## config.mk

```make
export PLATFORM = sky130hd
export DESIGN_NAME = zube_fifo
export DESIGN_NICKNAME = d
export VERILOG_FILES = /design/src/rtl/zube_fifo_pkg.sv /design/src/rtl/zube_fifo_sync_fifo.sv /design/src/rtl/zube_fifo.sv
export SDC_FILE = /design/constraint.sdc
export NUM_CORES = 1
export LEC_CHECK = 0
export ABC_CLOCK_PERIOD_IN_PS = 5470
export BUFFER_PORTS_ARGS = -buffer_cell sky130_fd_sc_hd__buf_2
export CORE_ASPECT_RATIO = 2
export CORE_MARGIN = 4
export CORE_UTILIZATION = 49
export DETAILED_ROUTE_END_ITERATION = 16
export MAX_ROUTING_LAYER = met4
export PLACE_DENSITY = 0.73
export SYNTH_ARGS = -nofsm -noshare
export SYNTH_HDL_FRONTEND = slang
export SYNTH_SLANG_ARGS = --single-unit
export TNS_END_PERCENT = 50
```

## constraint.sdc

```tcl
create_clock -name clk -period 5.47 [get_ports clk]
set_clock_uncertainty 0.1 [all_clocks]
set_input_delay 0.547 -clock clk [delete_from_list [all_inputs] [get_ports clk]]
set_output_delay 0.547 -clock clk [all_outputs]
set_load 0.005 [all_outputs]
```

## src/rtl/zube_fifo_pkg.sv

```systemverilog
// Shared definitions for the Z80/SoC mailbox: Wishbone register offsets, status bit positions,
// the register-select decode and the Z80-side synchroniser state.
package zube_fifo_pkg;

   localparam logic [31:0] REG_BASE     = 32'h00;
   localparam logic [31:0] REG_DATA     = 32'h04;
   localparam logic [31:0] REG_LEVEL    = 32'h08;
   localparam logic [31:0] REG_IRQ_EN   = 32'h0C;
   localparam logic [31:0] REG_IRQ_STAT = 32'h10;

   localparam int IRQ_RX_NOT_EMPTY = 0;
   localparam int IRQ_TX_EMPTY     = 1;
   localparam int IRQ_RX_OVERFLOW  = 2;
   localparam int IRQ_TX_OVERFLOW  = 3;
   localparam int IRQ_Z80_UNDERFLOW = 4;

   localparam int Z80_ST_TX_NOT_EMPTY = 0;
   localparam int Z80_ST_RX_NOT_FULL  = 1;

   localparam logic [7:0] UNDERFLOW_BYTE = 8'hFF;

   typedef enum logic [2:0] {
      SEL_NONE,
      SEL_BASE,
      SEL_DATA,
      SEL_LEVEL,
      SEL_IRQ_EN,
      SEL_IRQ_STAT
   } reg_sel_e;

   // Strobes are active low, so their synchroniser stages reset to 1 (idle).
   typedef struct packed {
      logic [1:0] wr_b;
      logic [1:0] rd_b;
      logic       wr_prev_b;
      logic       rd_prev_b;
      logic [7:0] addr_meta;
      logic [7:0] addr;
      logic [7:0] din;
   } z80_sync_t;

   localparam z80_sync_t SYNC_RESET = '{wr_b: 2'b11, rd_b: 2'b11, wr_prev_b: 1'b1,
                                        rd_prev_b: 1'b1, addr_meta: 8'h00, addr: 8'h00,
                                        din: 8'h00};

   function automatic reg_sel_e decode_reg(input logic [31:0] off);
      case (off)
         REG_BASE:     return SEL_BASE;
         REG_DATA:     return SEL_DATA;
         REG_LEVEL:    return SEL_LEVEL;
         REG_IRQ_EN:   return SEL_IRQ_EN;
         REG_IRQ_STAT: return SEL_IRQ_STAT;
         default:      return SEL_NONE;
      endcase
   endfunction

endpackage

```

## src/rtl/zube_fifo_sync_fifo.sv

```systemverilog
// Generic byte FIFO with combinational head, 1-cycle push/pop to count/flags.
// Push when full is dropped (overflow_pulse) unless a pop lands the same cycle; pop when empty is ignored.
module sync_fifo #(
   parameter int WIDTH      = 8,
   parameter int DEPTH_LOG2 = 4
) (
   input  logic                  clk,
   input  logic                  reset,
   input  logic                  push,
   input  logic                  pop,
   input  logic [WIDTH-1:0]      wdata,
   output logic [WIDTH-1:0]      rdata,
   output logic                  full,
   output logic                  empty,
   output logic [DEPTH_LOG2:0]   count,
   output logic                  overflow_pulse
);
   localparam int DEPTH = 1 << DEPTH_LOG2;
   localparam logic [DEPTH_LOG2:0] FULL_COUNT = (DEPTH_LOG2 + 1)'(DEPTH);

   logic [WIDTH-1:0]      mem_q [DEPTH];
   logic [WIDTH-1:0]      mem_d [DEPTH];
   logic [DEPTH_LOG2-1:0] wr_ptr_q, wr_ptr_d, rd_ptr_q, rd_ptr_d;
   logic [DEPTH_LOG2:0]   count_q, count_d;
   logic                  do_push, do_pop;

   assign empty          = (count_q == '0);
   assign full           = (count_q == FULL_COUNT);
   assign count          = count_q;
   assign rdata          = mem_q[rd_ptr_q];
   assign do_pop         = pop & ~empty;
   // A pop in the same cycle frees the slot, so a push into a full FIFO still lands.
   assign do_push        = push & (~full | do_pop);
   assign overflow_pulse = push & ~do_push;

   always_comb begin
      mem_d    = mem_q;
      wr_ptr_d = wr_ptr_q;
      rd_ptr_d = rd_ptr_q;
      count_d  = count_q;
      if (do_push) begin
         mem_d[wr_ptr_q] = wdata;
         wr_ptr_d        = wr_ptr_q + 1'b1;
      end
      if (do_pop) begin
         rd_ptr_d = rd_ptr_q + 1'b1;
      end
      if (do_push && !do_pop) begin
         count_d = count_q + 1'b1;
      end else if (do_pop && !do_push) begin
         count_d = count_q - 1'b1;
      end
   end

   always_ff @(posedge clk) begin
      if (reset) begin
         wr_ptr_q <= '0;
         rd_ptr_q <= '0;
         count_q  <= '0;
      end else begin
         wr_ptr_q <= wr_ptr_d;
         rd_ptr_q <= rd_ptr_d;
         count_q  <= count_d;
      end
   end

   always_ff @(posedge clk) begin
      mem_q <= mem_d;
   end

endmodule

```

## src/rtl/zube_fifo.sv

```systemverilog
// Z80<->SoC mailbox: RX (Z80->SoC) and TX (SoC->Z80) byte FIFOs, level/status regs, maskable irq.
// Wishbone ack 1 cycle after request, never stalls; Z80 side acts 2-3 clk after strobe edges.
module zube_fifo #(
   parameter logic [31:0] BASE_ADDRESS   = 32'h3000_0000,
   parameter int          DEPTH_LOG2     = 4,
   parameter logic [7:0]  Z80_BASE_RESET = 8'h80
) (
   input  logic        clk,
   input  logic        reset,
   input  logic        z80_write_strobe_b,
   input  logic        z80_read_strobe_b,
   input  logic [7:0]  z80_address_bus,
   input  logic [7:0]  z80_data_bus_in,
   output logic [7:0]  z80_data_bus_out,
   output logic        z80_bus_dir,
   input  logic        wb_cyc_in,
   input  logic        wb_stb_in,
   input  logic        wb_we_in,
   input  logic [31:0] wb_addr_in,
   input  logic [31:0] wb_data_in,
   output logic        wb_ack_out,
   output logic        wb_stall_out,
   output logic [31:0] wb_data_out,
   output logic        irq_out
);
   import zube_fifo_pkg::*;

   z80_sync_t           sync_q, sync_d;
   logic [7:0]          base_q, base_d, dout_q, dout_d;
   logic                dir_q, dir_d, pop_pend_q, pop_pend_d;
   logic [4:0]          irq_en_q, irq_en_d;
   logic                rxo_q, rxo_d, txo_q, txo_d, uf_q, uf_d;
   logic                irq_q, irq_d, ack_q, ack_d;
   logic [31:0]         wb_dat_q, wb_dat_d;

   logic                rx_push, rx_pop, tx_push, tx_pop;
   logic [7:0]          rx_head, tx_head;
   logic                rx_full, rx_empty, tx_full, tx_empty, rx_ovf, tx_ovf;
   logic [DEPTH_LOG2:0] rx_count, tx_count;
   logic                wr_rise, rd_fall, rd_rise, hit_data, hit_stat, uf_set;
   logic [31:0]         wb_off;
   reg_sel_e            wb_sel;
   logic                wb_req;
   logic [4:0]          irq_status, w1c;
   logic                unused_bits;

   assign unused_bits = ^{wb_data_in[31:8], tx_full};

   assign wr_rise  = sync_q.wr_b[1] & ~sync_q.wr_prev_b;
   assign rd_fall  = ~sync_q.rd_b[1] & sync_q.rd_prev_b;
   assign rd_rise  = sync_q.rd_b[1] & ~sync_q.rd_prev_b;
   assign hit_data = (sync_q.addr == base_q);
   assign hit_stat = (sync_q.addr == 8'(base_q + 8'd1));
   assign rx_push  = wr_rise & hit_data;

   always_comb begin
      sync_d           = sync_q;
      sync_d.wr_b      = {sync_q.wr_b[0], z80_write_strobe_b};
      sync_d.rd_b      = {sync_q.rd_b[0], z80_read_strobe_b};
      sync_d.wr_prev_b = sync_q.wr_b[1];
      sync_d.rd_prev_b = sync_q.rd_b[1];
      sync_d.addr_meta = z80_address_bus;
      sync_d.addr      = sync_q.addr_meta;
      sync_d.din       = z80_data_bus_in;
   end

   // The TX pop is deferred to strobe release so the byte stays on the bus for the whole read.
   always_comb begin
      dout_d     = dout_q;
      dir_d      = dir_q;
      pop_pend_d = pop_pend_q;
      tx_pop     = 1'b0;
      uf_set     = 1'b0;
      if (rd_fall && hit_data) begin
         dir_d = 1'b1;
         if (tx_empty) begin
            dout_d = UNDERFLOW_BYTE;
            uf_set = 1'b1;
         end else begin
            dout_d     = tx_head;
            pop_pend_d = 1'b1;
         end
      end else if (rd_fall && hit_stat) begin
         dir_d                       = 1'b1;
         dout_d                      = '0;
         dout_d[Z80_ST_TX_NOT_EMPTY] = ~tx_empty;
         dout_d[Z80_ST_RX_NOT_FULL]  = ~rx_full;
      end
      if (rd_rise) begin
         dir_d      = 1'b0;
         tx_pop     = pop_pend_q;
         pop_pend_d = 1'b0;
      end
   end

   assign wb_off = wb_addr_in - BASE_ADDRESS;
   assign wb_sel = decode_reg(wb_off);
   assign wb_req = wb_cyc_in & wb_stb_in & (wb_sel != SEL_NONE);

   always_comb begin
      irq_status                    = '0;
      irq_status[IRQ_RX_NOT_EMPTY]  = ~rx_empty;
      irq_status[IRQ_TX_EMPTY]      = tx_empty;
      irq_status[IRQ_RX_OVERFLOW]   = rxo_q;
      irq_status[IRQ_TX_OVERFLOW]   = txo_q;
      irq_status[IRQ_Z80_UNDERFLOW] = uf_q;
   end

   always_comb begin
      base_d   = base_q;
      irq_en_d = irq_en_q;
      wb_dat_d = '0;
      ack_d    = wb_req;
      tx_push  = 1'b0;
      rx_pop   = 1'b0;
      w1c      = '0;
      if (wb_req) begin
         case (wb_sel)
            SEL_BASE: begin
               if (wb_we_in) base_d = wb_data_in[7:0];
               else          wb_dat_d = {24'b0, base_q};
            end
            SEL_DATA: begin
               if (wb_we_in) begin
                  tx_push = 1'b1;
               end else begin
                  rx_pop   = 1'b1;
                  wb_dat_d = rx_empty ? 32'h0 : {23'b0, 1'b1, rx_head};
               end
            end
            SEL_LEVEL: begin
               if (!wb_we_in) wb_dat_d = {7'b0, 9'(tx_count), 7'b0, 9'(rx_count)};
            end
            SEL_IRQ_EN: begin
               if (wb_we_in) irq_en_d = wb_data_in[4:0];
               else          wb_dat_d = {27'b0, irq_en_q};
            end
            SEL_IRQ_STAT: begin
               if (wb_we_in) w1c = wb_data_in[4:0];
               else          wb_dat_d = {27'b0, irq_status};
            end
            default: ;
         endcase
      end
      // A fresh event outranks a same-cycle W1C so it is never lost.
      rxo_d = (rxo_q & ~w1c[IRQ_RX_OVERFLOW]) | rx_ovf;
      txo_d = (txo_q & ~w1c[IRQ_TX_OVERFLOW]) | tx_ovf;
      uf_d  = (uf_q & ~w1c[IRQ_Z80_UNDERFLOW]) | uf_set;
      irq_d = |(irq_status & irq_en_q);
   end

   sync_fifo #(.WIDTH(8), .DEPTH_LOG2(DEPTH_LOG2)) u_rx_fifo (
      .clk(clk), .reset(reset), .push(rx_push), .pop(rx_pop), .wdata(sync_q.din),
      .rdata(rx_head), .full(rx_full), .empty(rx_empty), .count(rx_count),
      .overflow_pulse(rx_ovf)
   );

   sync_fifo #(.WIDTH(8), .DEPTH_LOG2(DEPTH_LOG2)) u_tx_fifo (
      .clk(clk), .reset(reset), .push(tx_push), .pop(tx_pop), .wdata(wb_data_in[7:0]),
      .rdata(tx_head), .full(tx_full), .empty(tx_empty), .count(tx_count),
      .overflow_pulse(tx_ovf)
   );

   always_ff @(posedge clk) begin
      if (reset) begin
         sync_q     <= SYNC_RESET;
         base_q     <= Z80_BASE_RESET;
         dout_q     <= '0;
         dir_q      <= 1'b0;
         pop_pend_q <= 1'b0;
         irq_en_q   <= '0;
         rxo_q      <= 1'b0;
         txo_q      <= 1'b0;
         uf_q       <= 1'b0;
         irq_q      <= 1'b0;
         ack_q      <= 1'b0;
         wb_dat_q   <= '0;
      end else begin
         sync_q     <= sync_d;
         base_q     <= base_d;
         dout_q     <= dout_d;
         dir_q      <= dir_d;
         pop_pend_q <= pop_pend_d;
         irq_en_q   <= irq_en_d;
         rxo_q      <= rxo_d;
         txo_q      <= txo_d;
         uf_q       <= uf_d;
         irq_q      <= irq_d;
         ack_q      <= ack_d;
         wb_dat_q   <= wb_dat_d;
      end
   end

   assign z80_data_bus_out = dout_q;
   assign z80_bus_dir      = dir_q;
   assign wb_ack_out       = ack_q;
   assign wb_stall_out     = 1'b0;
   assign wb_data_out      = wb_dat_q;
   assign irq_out          = irq_q;

endmodule

```

Word level (Yosys, flattened, before mapping)
Index checks and enable logic that the tools add are counted.

Add/sub/neg operators: 10. Magnitude comparators: 6. Eq/ne operators: 13. Multiplexer cells: 41. Bitwise gates (word level): 38. Reduce and logical (&&, ||, !) cells: 25.

Operator list (count): $bwmux 128 (2); $pmux 21 s5 (1); $mux 8 (10); $bmux 8 s4 (2); $demux 8 s4 (2); $eq 32x4->1 const B (2); $mux 5 (9); $eq 32x3->1 const B (1); $eq 32x5->1 const B (1); $logic_not 32->1 (1); $sub 32x30->32 const B (1); $mux 21 (1); $ge 5x5->1 const B (4); $not 4->5 (4); $mux 9 (2); $add 4x1->4 const B (4); $eq 8x8->1 (2); $and 1x1->1 (15); $pmux 3 s5 (1); $not 1->1 (13); $mux 1 (11); $add 5x1->5 const B (2); $eq 5x5->1 const B (2); $logic_not 5->1 (2); other kinds (16) (38).

Register bits: 372. Input bits: 87.

Longest topological paths before layout
Depth after elaboration: 13. Depth in mapped cells: 15. Gate-level depth less buffers: 14.

Cells and area by module
Synthesis repeated with hierarchy kept, for this count alone.

Cells, all modules: 994. Area total of the unflattened synthesis: 14571.5 um^2.

By module, submodules not included: sync_fifo (times used 2, cells an instance 336, area each 5749.3 um^2, sequential area each 4103.9 um^2); zube_fifo (times used 1, cells an instance 322, area each 3072.9 um^2, sequential area each 1441.4 um^2).

Least setup slack after synthesis
Ideal clock, no wire load.

Kind: input to register. Start: input wb_addr_in[5]. End: register u_tx_fifo.count_q[4] (netlist: u_tx_fifo.count[4]). Library setup time: 128 ps. Arrival time: 3725 ps. Data required time: 5242 ps. Setup slack: 1518 ps. Stages on the path: 15. Path buffers: 2. Cell sequence: or4_4 -> nor3_1 -> nor4b_2 -> and3_1 -> buf_4 -> buf_2 -> ha_1 -> inv_1 -> ha_1 -> nor2b_1 -> o21a_1 -> or3_1 -> a21oi_1 -> xnor2_1 -> nor2_1.

Longest elaborated chain between the ends: 10. Elaborated cells between the ends (all ways): 18. Classes of those cells: 1 x add/sub; 5 x eq/ne; 4 x mux; 2 x bitwise; 6 x reduce/logical.

RTL lines: start, declared (RTL line zube_fifo.sv:19) `input logic [31:0] wb_addr_in,`; $sub 32x30->32 (*) (RTL line zube_fifo.sv:96) `assign wb_off = wb_addr_in - BASE_ADDRESS;`; $eq 32x5->1, or another cell as far along (RTL line zube_fifo_pkg.sv:47) `case (off)`; $pmux 3 s5 (*) (RTL line zube_fifo_pkg.sv:47); $eq 3x2->1 or $reduce_bool 3->1 (tied branches) (RTL line zube_fifo.sv:118, zube_fifo.sv:98); $mux 1 or $and 1x1->1 (tied branches) (RTL line zube_fifo.sv:118, zube_fifo.sv:98); $mux 1 (*) (RTL line zube_fifo.sv:117) `if (wb_req) begin`; $and 1x1->1 (*) (RTL line zube_fifo_sync_fifo.sv:33) `assign do_push = push & (~full | do_pop);`; via u_tx_fifo.do_push (RTL line zube_fifo_sync_fifo.sv:25) `logic do_push, do_pop;`; $logic_not 1->1 (RTL line zube_fifo_sync_fifo.sv:50) `end else if (do_pop && !do_push) begin`; $logic_and 1x1->1 (RTL line zube_fifo_sync_fifo.sv:50); $reduce_bool 2->1 (no source line); end signal, assigned (RTL line zube_fifo_sync_fifo.sv:63) `count_q <= count_d;`; end, declared (RTL line zube_fifo_sync_fifo.sv:24) `logic [DEPTH_LOG2:0] count_q, count_d;`.

The timed path passes the listed nets; every way through them passes the cells marked *. A chain may end at the register's enable or synchronous reset.

Worst setup path after layout
Start: input wb_addr_in[5]. End: register u_tx_fifo.count_q[4] (netlist: u_tx_fifo.count[4]).

Longest elaborated chain between the ends: 10. Elaborated cells between the ends (all ways): 18. Classes of those cells: 1 x add/sub; 5 x eq/ne; 4 x mux; 2 x bitwise; 6 x reduce/logical.

RTL lines (RTL line): $sub 32x30->32 (*) (zube_fifo.sv:96); $eq 32x5->1, or another cell as far along (zube_fifo_pkg.sv:47); $pmux 3 s5 (*) (zube_fifo_pkg.sv:47); $eq 3x2->1 or $reduce_bool 3->1 (tied branches) (zube_fifo.sv:118, zube_fifo.sv:98); $mux 1 or $and 1x1->1 (tied branches) (zube_fifo.sv:118, zube_fifo.sv:98); $mux 1 (*) (zube_fifo.sv:117); $and 1x1->1 (*) (zube_fifo_sync_fifo.sv:33); $logic_not 1->1 (zube_fifo_sync_fifo.sv:50); $logic_and 1x1->1 (zube_fifo_sync_fifo.sv:50); $reduce_bool 2->1 (no source line).

Mark *: on every way between the ends. The rest lies on a longest branch, timed or not.

==> out/results.tsv <==
stage	metric	value	unit
sta	hold_violations	0	
logic_synthesis	synth.area.mux_share	12.8	%
cells_and_area	syn2layout_area_growth	12.0	%
floorplan	initial_core_util	49.7	%
status	outcome	finished clean	
logic_synthesis	async_flop_share	0	%
cells_and_area	fin_nets	1120	
cts	ctsHoldBuffers	0	
cts	post_cts_resized	0	
cts	clk_latency	570	ps
floorplan	boundaryPins	131	
cts	cts-root-buf	clkbuf_16	
setup_path	critPathMaxStageDelay	620	ps
sta	min_period	4090	ps
logic_synthesis	synth_xor_area_share	1.52	%
route	drtIter0Drc	599	
cts	cts_sinks	354	
hold_path	hold_class	primary input to register	
cells_and_area	fin_area	16100	sq um
global_route	top_usage_layer	met2	
sta	setup_tns	0	ps
route	ant_nets	0	
cts	post_cts_buffers	0	
logic_synthesis	synthAdderAreaFrac	1.93	%
logic_synthesis	synth.ff_latch_count	354	
logic_synthesis	synth_cell_types	61	
floorplan	die_width	129	um
setup_path	path_class	primary input to register	
logic_synthesis	yosysTopAreaCell	edfxtp_1	
setup_path	critPathRequiredTime	5820	ps
cts	cts.path.max_buffers	3	
sta	fin_hold_ws	59.8	ps
route	drc	0	
logic_synthesis	synthFlopType	edfxtp_1	
power	p_per_area	320	nW/um^2
cells_and_area	layout-drive-gt1-share	22.2	%
sta	fin_crit_sh	74.7	%
global_route	antenna_found_initial	2	
global_route	met2_usage	38.8	%
global_route	grt_max_degree	47	
route	vias_per_cell	5.74	
hold_path	hp-start	z80_write_strobe_b	
cts	htree_num_levels	1	
place	dp_slack	805	ps
global_route	grt_pass1_vias	8266	
global_route	grt_use_met1	20.2	%
setup_path	r2r-start	base_q[0]	
route	drt_wl_total	32000	um
logic_synthesis	yosysSeqAreaShare	67.0	%
setup_path	cp-start-kind	primary input	
sta	fmax	245	MHz
logic_synthesis	synth_area	14400	sq um
floorplan	die_area	32300	sq um
route	vias	8022	
setup_path	critPathArrivalTime	4430	ps
cts	numCtsBuffers	29	
power	worst_ir_drop_vdd	332	uV
logic_synthesis	synth_area_leaders	edfxtp_1 53%, dfxtp_1 14%, mux4_2 9.9%	
sta	rsz0062_at_grt	false	
logic_synthesis	synth-simple-area-share	9.11	%
setup_path	cp_cell_sequence	buf_2 > or4_4 > nor3_1 > nor4b_2 > and3_1 > ha_1 > inv_1 > ha_1 > nor2b_1 > o21a_1 > or3_1 > a21oi_1 > xnor2_1 > nor2_1	
logic_synthesis	synth_top_family_by_area	multiplexers	
sta	worst_pin_slew	950	ps
cells_and_area	mostFrequentLayoutCells	256 x edfxtp_1, 95 x dfxtp_1, 87 x buf_2	
run	maxCapViolCount	0	
cells_and_area	fin_util	55.7	%
cts	cts_tree	built	
logic_synthesis	synth_edf_count	256	
place	portBuffers	87	
logic_synthesis	netlist_instances	926	
logic_synthesis	synth-compound-area-share	4.93	%
global_route	use_met3	2.39	%
floorplan	die_y	250	um
sta	slew_viol_final	0	
setup_path	crit_fanout	18	
cells_and_area	mostFrequentLayoutCell	edfxtp_1	
sta	setup_ws	1380	ps
logic_synthesis	post_synth.cell_area_avg	15.5	sq um
place	place_area	15100	sq um
sta	finalSetupViolCount	0	
setup_path	critPathMostFrequentCell	ha_1	
cts	clk_pin_slew_worst_paths	70	ps
global_route	grt_first_pass_wirelength	48200	um
place	globalplace.congestion	0.829	
power	power.leakage	5.62	nW
floorplan	core_area	29000	sq um
logic_synthesis	yosys.area.top_type_share	53.4	%
route	firstDrtPassIters	8	
global_route	globalRouteTotalUtil	20.5	%
floorplan	fp-row-count	88	
place	post-dp-hpwl	22600	um
sta	relSlewSlack	36.2	%
route	wl_per_cell	22.9	um
setup_path	crit_slowest_cell	and3_1	
logic_synthesis	yosysWarnings	0	
setup_path	worstSetupStartpoint	wb_addr_in[5]	
global_route	overflow	0	
setup_path	cp-end-kind	register	
-- synthesized netlist by cell type (12+ instances only) --
cell / n
edfxtp_1: 256
ha_1: 19
nand2_1: 26
buf_2: 12
nor2_1: 60
o21ai_0: 12
a21oi_1: 35
mux4_2: 63
nor2b_1: 39
buf_4: 20
and3_1: 33
xnor2_1: 13
clkbuf_1: 23
xor2_1: 12
dfxtp_1: 98
inv_1: 17
mux2i_1: 39
-- cell families (layout without fill, tap and decap cells) --
family,Yosys count,count (layout)
AND/OR/NAND/NOR,239,239
adder cells (fa/ha/maj),21,21
AO/OA/AOI/OAI,104,104
XOR/XNOR,25,25
other,1,21
buffers and inverters,77,168
multiplexers,105,105
flip-flops,354,354
-- power by group --
group	total (W)	internal (W)	switching [W]
Sequential	0.00290	0.00288	0.0000173
Clock	0.00218	0.00123	0.000952
Combinational	0.0000850	0.0000305	0.0000545
Total	0.00516	0.00414	0.00102
-- registers in the layout, indices dropped and copies added, names as in the netlist, 4 cells and up --
register / cells
irq_en_q: 5
u_rx_fifo.mem_q: 128
u_tx_fifo.wr_ptr_q: 4
sync_q: 18
u_tx_fifo.mem_q: 128
u_rx_fifo.count: 5
u_tx_fifo.rd_ptr_q: 4
wb_data_out: 14
u_tx_fifo.count: 5
u_rx_fifo.wr_ptr_q: 4
base_q: 8
z80_data_bus_out: 8
u_rx_fifo.rd_ptr_q: 4
sync_d: 12
-- path summary, 6_finish.rpt --
path | cells past startpoint | to | slack, ps
worst max-delay path | 14 | u_tx_fifo.count[4] | 1380
worst min-delay path | 2 | sync_d[29] | 60
worst max register to register | 13 | u_rx_fifo.count[4] | 1590
worst min register to register | 1 | sync_d[24] | 310
-- cell type report --
type	instances	area [sq um]
clock inverter	14	165
multi-input combinational	513	4430
sequential	354	9650
timing repair buffer	97	510
antenna	2	5.00
fill	2318	12800
clock buffer	40	840
tap	360	450
inverter	17	63.8
-- layer usage --
metal / share of wire (%) / vias to the layer above
met5: 0 / -
met4: 4.6 / 0
met2: 58 / 246
met3: 4.3 / 83
li1: - / 3695
met1: 33 / 3998
-- critical path, delay by kind of cell --
family | cells | cell delay, ps
AND/OR/NAND/NOR | 7 | 2580
adder cells (fa/ha/maj) | 2 | 630
AO/OA/AOI/OAI | 2 | 340
buffers and inverters | 2 | 200
XOR/XNOR | 1 | 130
-- metrics by stage --
step                instances  power [W]
floorplan                 944    0.00299
detailed placement       1341    0.00304
global route             1397    0.00532
global placement         1341    0.00304
CTS                      1395    0.00520
finish                   1397    0.00516
Power figures use the tool's default switching activity.
